==> src/rtl/adam_periph_apb_pause_gate_if.sv <==
// APB bus bundle used on both sides of the pause gate.
// The master modport drives the request; the slave modport returns the response.
interface adam_periph_apb_pause_gate_if #(
    parameter int ADDR_WIDTH = 32,
    parameter int DATA_WIDTH = 32
);
    logic                    psel;
    logic                    penable;
    logic                    pwrite;
    logic [ADDR_WIDTH-1:0]   paddr;
    logic [DATA_WIDTH-1:0]   pwdata;
    logic [DATA_WIDTH/8-1:0] pstrb;
    logic [DATA_WIDTH-1:0]   prdata;
    logic                    pready;
    logic                    pslverr;

    modport master (
        output psel, penable, pwrite, paddr, pwdata, pstrb,
        input  prdata, pready, pslverr
    );

    modport slave (
        input  psel, penable, pwrite, paddr, pwdata, pstrb,
        output prdata, pready, pslverr
    );
endinterface

==> src/rtl/adam_periph_apb_pause_gate.sv <==
// APB pause gate: drains the in-flight transfer on a pause request, then blocks the
// target and acknowledges. Handshake: an APB transfer completes on psel&penable&pready.
module adam_periph_apb_pause_gate #(
    parameter int ADDR_WIDTH    = 32,
    parameter int DATA_WIDTH    = 32,
    parameter int STALL_PAUSED  = 0,
    parameter int DRAIN_TIMEOUT = 64,
    parameter int RST_PAUSED    = 1
) (
    input  logic                                clk,
    input  logic                                rst,
    input  logic                                pause_req,
    output logic                                pause_ack,
    adam_periph_apb_pause_gate_if.slave         slv,
    adam_periph_apb_pause_gate_if.master        mst,
    output logic                                drain_timeout,
    output logic [1:0]                          dbg_state
);
    typedef enum logic [1:0] {
        ST_RUN    = 2'd0,
        ST_DRAIN  = 2'd1,
        ST_PAUSED = 2'd2
    } state_e;

    localparam int CW = (DRAIN_TIMEOUT < 1) ? 1 : $clog2(DRAIN_TIMEOUT + 1);
    localparam logic [CW-1:0] CNT_MAX = '1;
    localparam logic [CW-1:0] TO_VAL  = CW'(DRAIN_TIMEOUT);

    state_e          state_q, state_d;
    logic            ack_q, ack_d;
    logic            dto_q, dto_d;
    logic [CW-1:0]   cnt_q, cnt_d;
    logic            active_q, active_d;
    logic            post_rst_q;

    logic                    fwd;
    logic                    regen;
    logic                    complete;
    logic                    timeout_hit;
    logic [CW-1:0]           cnt_inc;
    logic                    mst_psel_c;
    logic                    mst_penable_c;
    logic [ADDR_WIDTH-1:0]   paddr_c;
    logic [DATA_WIDTH-1:0]   pwdata_c;
    logic [DATA_WIDTH/8-1:0] pstrb_c;
    logic [DATA_WIDTH-1:0]   prdata_c;
    logic                    pready_c;
    logic                    pslverr_c;

    always_comb begin
        fwd           = ((state_q == ST_RUN) || (state_q == ST_DRAIN)) && !post_rst_q;
        // active_q means the target already saw the setup phase of the current transfer;
        // an upstream access without it gets a regenerated setup cycle first.
        regen         = slv.psel && slv.penable && !active_q;
        complete      = fwd && slv.psel && slv.penable && active_q && mst.pready;
        cnt_inc       = (cnt_q == CNT_MAX) ? cnt_q : cnt_q + 1'b1;
        timeout_hit   = (state_q == ST_DRAIN) && (DRAIN_TIMEOUT != 0) && pause_req &&
                        !complete && slv.psel && (cnt_inc >= TO_VAL);

        paddr_c       = slv.paddr;
        pwdata_c      = slv.pwdata;
        pstrb_c       = slv.pstrb;
        mst_psel_c    = 1'b0;
        mst_penable_c = 1'b0;
        prdata_c      = '0;
        pready_c      = 1'b0;
        pslverr_c     = 1'b0;

        if (timeout_hit) begin
            pready_c  = 1'b1;
            pslverr_c = 1'b1;
        end else if (fwd) begin
            mst_psel_c    = slv.psel;
            mst_penable_c = slv.penable && active_q;
            prdata_c      = mst.prdata;
            pready_c      = mst.pready && !regen;
            pslverr_c     = mst.pslverr && mst.pready && !regen;
        end else if ((state_q == ST_PAUSED) && (STALL_PAUSED == 0)) begin
            pready_c  = slv.psel && slv.penable;
            pslverr_c = slv.psel && slv.penable;
        end

        active_d = mst_psel_c && !(mst_penable_c && mst.pready);

        state_d = state_q;
        cnt_d   = cnt_q;
        dto_d   = dto_q;
        case (state_q)
            ST_RUN: begin
                if (pause_req) begin
                    if (slv.psel && !complete) begin
                        state_d = ST_DRAIN;
                        cnt_d   = '0;
                    end else begin
                        state_d = ST_PAUSED;
                    end
                end
            end
            ST_DRAIN: begin
                cnt_d = cnt_inc;
                if (!pause_req) begin
                    state_d = ST_RUN;
                end else if (complete || !slv.psel) begin
                    state_d = ST_PAUSED;
                end else if (timeout_hit) begin
                    state_d = ST_PAUSED;
                    dto_d   = 1'b1;
                end
            end
            ST_PAUSED: begin
                if (!pause_req) begin
                    state_d = ST_RUN;
                    dto_d   = 1'b0;
                end
            end
            default: state_d = ST_RUN;
        endcase

        ack_d = (state_d == ST_PAUSED);
    end

    always_ff @(posedge clk) begin
        if (rst) begin
            state_q    <= (RST_PAUSED != 0) ? ST_PAUSED : ST_RUN;
            ack_q      <= (RST_PAUSED != 0);
            dto_q      <= 1'b0;
            cnt_q      <= '0;
            active_q   <= 1'b0;
            post_rst_q <= 1'b1;
        end else begin
            state_q    <= state_d;
            ack_q      <= ack_d;
            dto_q      <= dto_d;
            cnt_q      <= cnt_d;
            active_q   <= active_d;
            post_rst_q <= 1'b0;
        end
    end

    assign mst.psel      = mst_psel_c;
    assign mst.penable   = mst_penable_c;
    assign mst.pwrite    = slv.pwrite;
    assign mst.paddr     = paddr_c;
    assign mst.pwdata    = pwdata_c;
    assign mst.pstrb     = pstrb_c;
    assign slv.prdata    = prdata_c;
    assign slv.pready    = pready_c;
    assign slv.pslverr   = pslverr_c;

    assign pause_ack     = ack_q;
    assign drain_timeout = dto_q;
    assign dbg_state     = state_q;
endmodule
==> src/flat_wrapper.sv <==
// flat-port wrapper written by rule: the top's interface ports become plain ports
module adam_periph_apb_pause_gate_flat 
#(
    parameter int ADDR_WIDTH    = 32,
    parameter int DATA_WIDTH    = 32,
    parameter int STALL_PAUSED  = 0,
    parameter int DRAIN_TIMEOUT = 64,
    parameter int RST_PAUSED    = 1
)
  (clk, rst, pause_req, pause_ack, drain_timeout, dbg_state, slv_psel, slv_penable, slv_pwrite, slv_paddr, slv_pwdata, slv_pstrb, slv_prdata, slv_pready, slv_pslverr, mst_psel, mst_penable, mst_pwrite, mst_paddr, mst_pwdata, mst_pstrb, mst_prdata, mst_pready, mst_pslverr);
  adam_periph_apb_pause_gate_if #(.ADDR_WIDTH(ADDR_WIDTH), .DATA_WIDTH(DATA_WIDTH)) slv_i ();
  adam_periph_apb_pause_gate_if #(.ADDR_WIDTH(ADDR_WIDTH), .DATA_WIDTH(DATA_WIDTH)) mst_i ();
  input  logic clk;
  input  logic rst;
  input  logic pause_req;
  output logic pause_ack;
  output logic drain_timeout;
  output logic [1:0] dbg_state;
  input wire logic [$bits(slv_i.psel)-1:0] slv_psel;
  input wire logic [$bits(slv_i.penable)-1:0] slv_penable;
  input wire logic [$bits(slv_i.pwrite)-1:0] slv_pwrite;
  input wire logic [$bits(slv_i.paddr)-1:0] slv_paddr;
  input wire logic [$bits(slv_i.pwdata)-1:0] slv_pwdata;
  input wire logic [$bits(slv_i.pstrb)-1:0] slv_pstrb;
  output wire logic [$bits(slv_i.prdata)-1:0] slv_prdata;
  output wire logic [$bits(slv_i.pready)-1:0] slv_pready;
  output wire logic [$bits(slv_i.pslverr)-1:0] slv_pslverr;
  output wire logic [$bits(mst_i.psel)-1:0] mst_psel;
  output wire logic [$bits(mst_i.penable)-1:0] mst_penable;
  output wire logic [$bits(mst_i.pwrite)-1:0] mst_pwrite;
  output wire logic [$bits(mst_i.paddr)-1:0] mst_paddr;
  output wire logic [$bits(mst_i.pwdata)-1:0] mst_pwdata;
  output wire logic [$bits(mst_i.pstrb)-1:0] mst_pstrb;
  input wire logic [$bits(mst_i.prdata)-1:0] mst_prdata;
  input wire logic [$bits(mst_i.pready)-1:0] mst_pready;
  input wire logic [$bits(mst_i.pslverr)-1:0] mst_pslverr;
  assign slv_i.psel = slv_psel;
  assign slv_i.penable = slv_penable;
  assign slv_i.pwrite = slv_pwrite;
  assign slv_i.paddr = slv_paddr;
  assign slv_i.pwdata = slv_pwdata;
  assign slv_i.pstrb = slv_pstrb;
  assign slv_prdata = slv_i.prdata;
  assign slv_pready = slv_i.pready;
  assign slv_pslverr = slv_i.pslverr;
  assign mst_psel = mst_i.psel;
  assign mst_penable = mst_i.penable;
  assign mst_pwrite = mst_i.pwrite;
  assign mst_paddr = mst_i.paddr;
  assign mst_pwdata = mst_i.pwdata;
  assign mst_pstrb = mst_i.pstrb;
  assign mst_i.prdata = mst_prdata;
  assign mst_i.pready = mst_pready;
  assign mst_i.pslverr = mst_pslverr;
  adam_periph_apb_pause_gate #(.ADDR_WIDTH(ADDR_WIDTH), .DATA_WIDTH(DATA_WIDTH), .STALL_PAUSED(STALL_PAUSED), .DRAIN_TIMEOUT(DRAIN_TIMEOUT), .RST_PAUSED(RST_PAUSED)) u_core (.clk(clk), .rst(rst), .pause_req(pause_req), .pause_ack(pause_ack), .slv(slv_i), .mst(mst_i), .drain_timeout(drain_timeout), .dbg_state(dbg_state));
endmodule
==> config.mk <==
export PLATFORM = sky130hd
export DESIGN_NAME = adam_periph_apb_pause_gate_flat
export DESIGN_NICKNAME = d
export VERILOG_FILES = /design/src/rtl/adam_periph_apb_pause_gate_if.sv /design/src/rtl/adam_periph_apb_pause_gate.sv /design/src/flat_wrapper.sv
export SDC_FILE = /design/constraint.sdc
export NUM_CORES = 1
export LEC_CHECK = 0
export BUFFER_PORTS_ARGS = -buffer_cell sky130_fd_sc_hd__buf_2
export CORE_AREA = 2 2 84 86
export DETAILED_ROUTE_END_ITERATION = 10
export DIE_AREA = 0 0 86 88
export MAX_ROUTING_LAYER = met4
export PLACE_DENSITY = 0.61
export SKIP_CTS_REPAIR_TIMING = 1
export SYNTH_ARGS = -nofsm -noshare
export SYNTH_HDL_FRONTEND = slang
export SYNTH_SLANG_ARGS = --single-unit
==> constraint.sdc <==
create_clock -name clk -period 3.4 [get_ports clk]
set_input_delay 0.68 -clock clk [delete_from_list [all_inputs] [get_ports clk]]
set_output_delay 0.68 -clock clk [all_outputs]
set_load 0.01 [all_outputs]
==> impl_metrics.sql <==
INSERT INTO impl_metrics (metric_group, metric, value, unit) VALUES
('outcome', 'status', 'finished, final reports clean', ''),
('critical_path', 'critical_path.endpoint_type', 'output port', ''),
('sta', 'skew', '0.964', 'ps'),
('yosys', 'synth_nets', '299', ''),
('yosys', 'number_of_instances_in_the_synthesized_netlist', '190', ''),
('layout', 'postLayoutCoreUtil', '21.3', '%'),
('placed_design', 'numPlacedInstances', '272', ''),
('cts', 'h_tree_levels', '1', ''),
('critical_path', 'crit_path_frequent_cell', 'sky130_fd_sc_hd__buf_2', ''),
('sta', 'final.hold.worst_slack', '467', 'ps'),
('sta', 'relSlewSlack', '61.7', '%'),
('sta', 'setup_viol_count_final', '0', ''),
('layout', 'final_cell_mix', 'sky130_fd_sc_hd__buf_2 (78), sky130_fd_sc_hd__and3_1 (34), sky130_fd_sc_hd__dfxtp_1 (13)', ''),
('critical_path', 'critPathLaunchType', 'input pin', ''),
('routing', 'detailedRoute.firstIterationViolations', '78', ''),
('yosys', 'postSynthAreaPerCell', '7.57', 'um2'),
('pwr', 'pwr_density_cell', '269', 'nW/um2'),
('floorplan', 'start_util', '21.6', '%'),
('yosys', 'synth.ff_latch_count', '13', ''),
('global_routing', 'antenna_found_initial', '0', ''),
('critical_path', 'worst-path-buf-inv', '2', ''),
('sta', 'hold_viol_final', '0', ''),
('placed_design', 'placement.io_buffers', '78', ''),
('cts', 'root_buffer', 'sky130_fd_sc_hd__clkbuf_8', ''),
('sta', 'rsz0062_at_grt', 'no', ''),
('layout', 'layout.nets', '306', ''),
('floorplan', 'die-width', '86', 'um'),
('critical_path', 'slowest_cell_on_crit_path', 'sky130_fd_sc_hd__or3b_2', ''),
('critical_path', 'crit_chain', 'buf_2, or3b_2, o21ai_2, or3b_4, and3_1, buf_2', ''),
('placed_design', 'gp_congestion', '0.788', ''),
('placed_design', 'dp.final_hpwl', '3.52', 'mm'),
('global_routing', 'wire_length_of_the_first_global_routing_pass', '5.95', 'mm'),
('yosys', 'yosys_most_used_dff', 'sky130_fd_sc_hd__dfxtp_1', ''),
('cts', 'clk_pin_slew_worst_paths', '50', 'ps'),
('routing', 'detail_route.wl_per_cell', '16.1', 'um'),
('cts', 'tritoncts_clock_tree', 'built', ''),
('floorplan', 'die_height', '88', 'um'),
('job', 'maxCapViolations', '0', ''),
('floorplan', 'die-area', '7570', 'um2'),
('floorplan', 'floorplan.io_pins', '217', ''),
('sta', 'post-route-min-period', '2910', 'ps'),
('cts', 'clockBufferDepth', '2', ''),
('routing', 'first_pass_iters', '4', ''),
('yosys', 'synth_enable_flop_cells', '0', ''),
('layout', 'mostFrequentLayoutCell', 'sky130_fd_sc_hd__buf_2', ''),
('layout', 'drive_gt1_share', '44.9', '%'),
('routing', 'drc', '0', ''),
('routing', 'dr_vias', '1277', ''),
('pwr', 'power.ir.vdd_worst', '0.0873', 'mV'),
('sta', 'layout_worst_path_cycle_share', '85.6', '%'),
('yosys', 'yosys_warnings', '0', ''),
('global_routing', 'track_usage', '10.9', '%'),
('layout', 'final-instance-count-excl-fill', '276', ''),
('sta', 'setup_total_negative_slack', '0', 'ps'),
('layout', 'antenna_cells', '0', ''),
('global_routing', 'grt.overflow.total', '0', ''),
('pwr', 'power.leakage', '0.806', 'nW'),
('yosys', 'synth_sequential_area_ratio', '18.1', '%'),
('pwr', 'total_power', '0.000380', 'W'),
('hold_path', 'holdCritPathClass', 'flop to flop', ''),
('sta', 'timing.final.max_slew_violations', '0', ''),
('cts', 'tritoncts.num_buffers', '3', ''),
('sta', 'max_freq', '0.344', 'GHz'),
('critical_path', 'worst_path_required', '2720', 'ps'),
('routing', 'detail_route.wirelength', '4.44', 'mm'),
('cts', 'numClockSinks', '13', ''),
('critical_path', 'cp_top_family', 'simple AND/OR/NAND/NOR gates', ''),
('yosys', 'synthesis.area', '1440', 'um2'),
('global_routing', 'first_global_vias', '1099', ''),
('critical_path', 'worst_ep_arrival_time', '2230', 'ps'),
('layout', 'fillerInstances', '758', ''),
('critical_path', 'maximum_net_fanout_on_the_critical_path', '38', ''),
('floorplan', 'placement_rows', '30', ''),
('cts', 'clk_latency', '240', 'ps'),
('yosys', 'synth_async_sr_flop_share', '0', '%'),
('critical_path', 'cpPeakStageDelay', '460', 'ps'),
('sta', 'worst-slew-pin-transition', '561', 'ps'),
('floorplan', 'fp.coreArea', '6640', 'um2'),
('routing', 'via_per_inst', '4.63', ''),
('critical_path', 'worstSetupPathType', 'input pin to output port', ''),
('yosys', 'synthDistinctLibCells', '34', ''),
('layout', 'layout-area-overhead-vs-synth', '-1.74', '%'),
('routing', 'antenna_left', '0', ''),
('global_routing', 'maximum_number_of_pins_on_one_net_before_global_route_repair', '39', '');
cells in the mapped netlist (3+ instances only):
master | number | area (um2)
sky130_fd_sc_hd__buf_4 | 69 | 518
sky130_fd_sc_hd__and3_1 | 34 | 213
sky130_fd_sc_hd__dfxtp_1 | 13 | 260
sky130_fd_sc_hd__nor2_1 | 9 | 33.8
sky130_fd_sc_hd__a21oi_1 | 8 | 40.0
sky130_fd_sc_hd__nand2_1 | 8 | 30.0
sky130_fd_sc_hd__clkbuf_1 | 5 | 18.8
sky130_fd_sc_hd__nand3_1 | 5 | 25.0
sky130_fd_sc_hd__o21ai_0 | 5 | 25.0
sky130_fd_sc_hd__buf_6 | 3 | 33.8
cell type report:
| cell class | count | area (um2) | share of cell area (%) |
|---|---|---|---|
| multi-input combinational | 97 | 594 | 42.1 |
| sequential | 13 | 260 | 18.4 |
| timing repair buffer | 80 | 405 | 28.7 |
| clock buffer | 4 | 45.0 | 3.19 |
| tap | 80 | 100 | 7.09 |
| inverter | 2 | 7.51 | 0.531 |
through the flow:
stage	setup slack, ps	instance area [um2]
2_1_floorplan	892	1440
3_3_place_gp	542	1370
3_5_place_dp	499	1370
4_1_cts	485	1410
5_1_grt	402	1410
6_report	490	1410
registers in the layout, indices dropped and copies added, names as in the netlist:
name                  cells
u_core.drain_timeout      1
u_core.active_q           1
u_core.dbg_state          2
u_core.pause_ack          1
u_core.cnt_q              7
u_core.post_rst_q         1
per-layer routing:
layer	part of all wire [%]	wire length, um	up-vias	track usage (%)
li1	-	-	600	-
met1	40	1770	567	12.1
met2	44	1960	90	16.4
met3	12	550	20	5.18
met4	3.4	153	0	5.19
met5	0	0	-	-
final timing paths:
check,endpoint,start,depth (start not counted),slack (ps)
worst max register to register,u_core.active_q$_SDFF_PP0_,u_core.cnt_q[0]$_SDFFE_PP0P_,5,1560
worst max-delay path,slv_prdata[9],mst_pready,6,490
worst min-delay path,u_core.drain_timeout$_SDFFE_PP0P_,u_core.drain_timeout$_SDFFE_PP0P_,2,470
worst min register to register,u_core.drain_timeout$_SDFFE_PP0P_,u_core.drain_timeout$_SDFFE_PP0P_,2,470
worst min-delay path: cells and delay by family, from the launching register on:
family             cells  cell delay (ps)
DFF                    1              300
AOI/OAI and AO/OA      2              120
where the power goes:
group          internal, W  switching (W)  leakage (nW)
combinational    0.0000404      0.0000430         0.677
sequential        0.000156     0.00000417         0.106
clock            0.0000828      0.0000538        0.0228
total             0.000279       0.000101         0.806
cells by family (layout without fill, tap and decap cells):
family,Yosys count,in the layout,synth area share (%)
AND/OR/NAND/NOR,70,70,28.3
flip-flops,13,13,18.1
buffers and inverters,80,86,40.6
adder cells (fa/ha/maj),1,1,0.870
AO/OA/AOI/OAI,26,26,12.2
No activity file was read; power rests on OpenSTA's default activity.
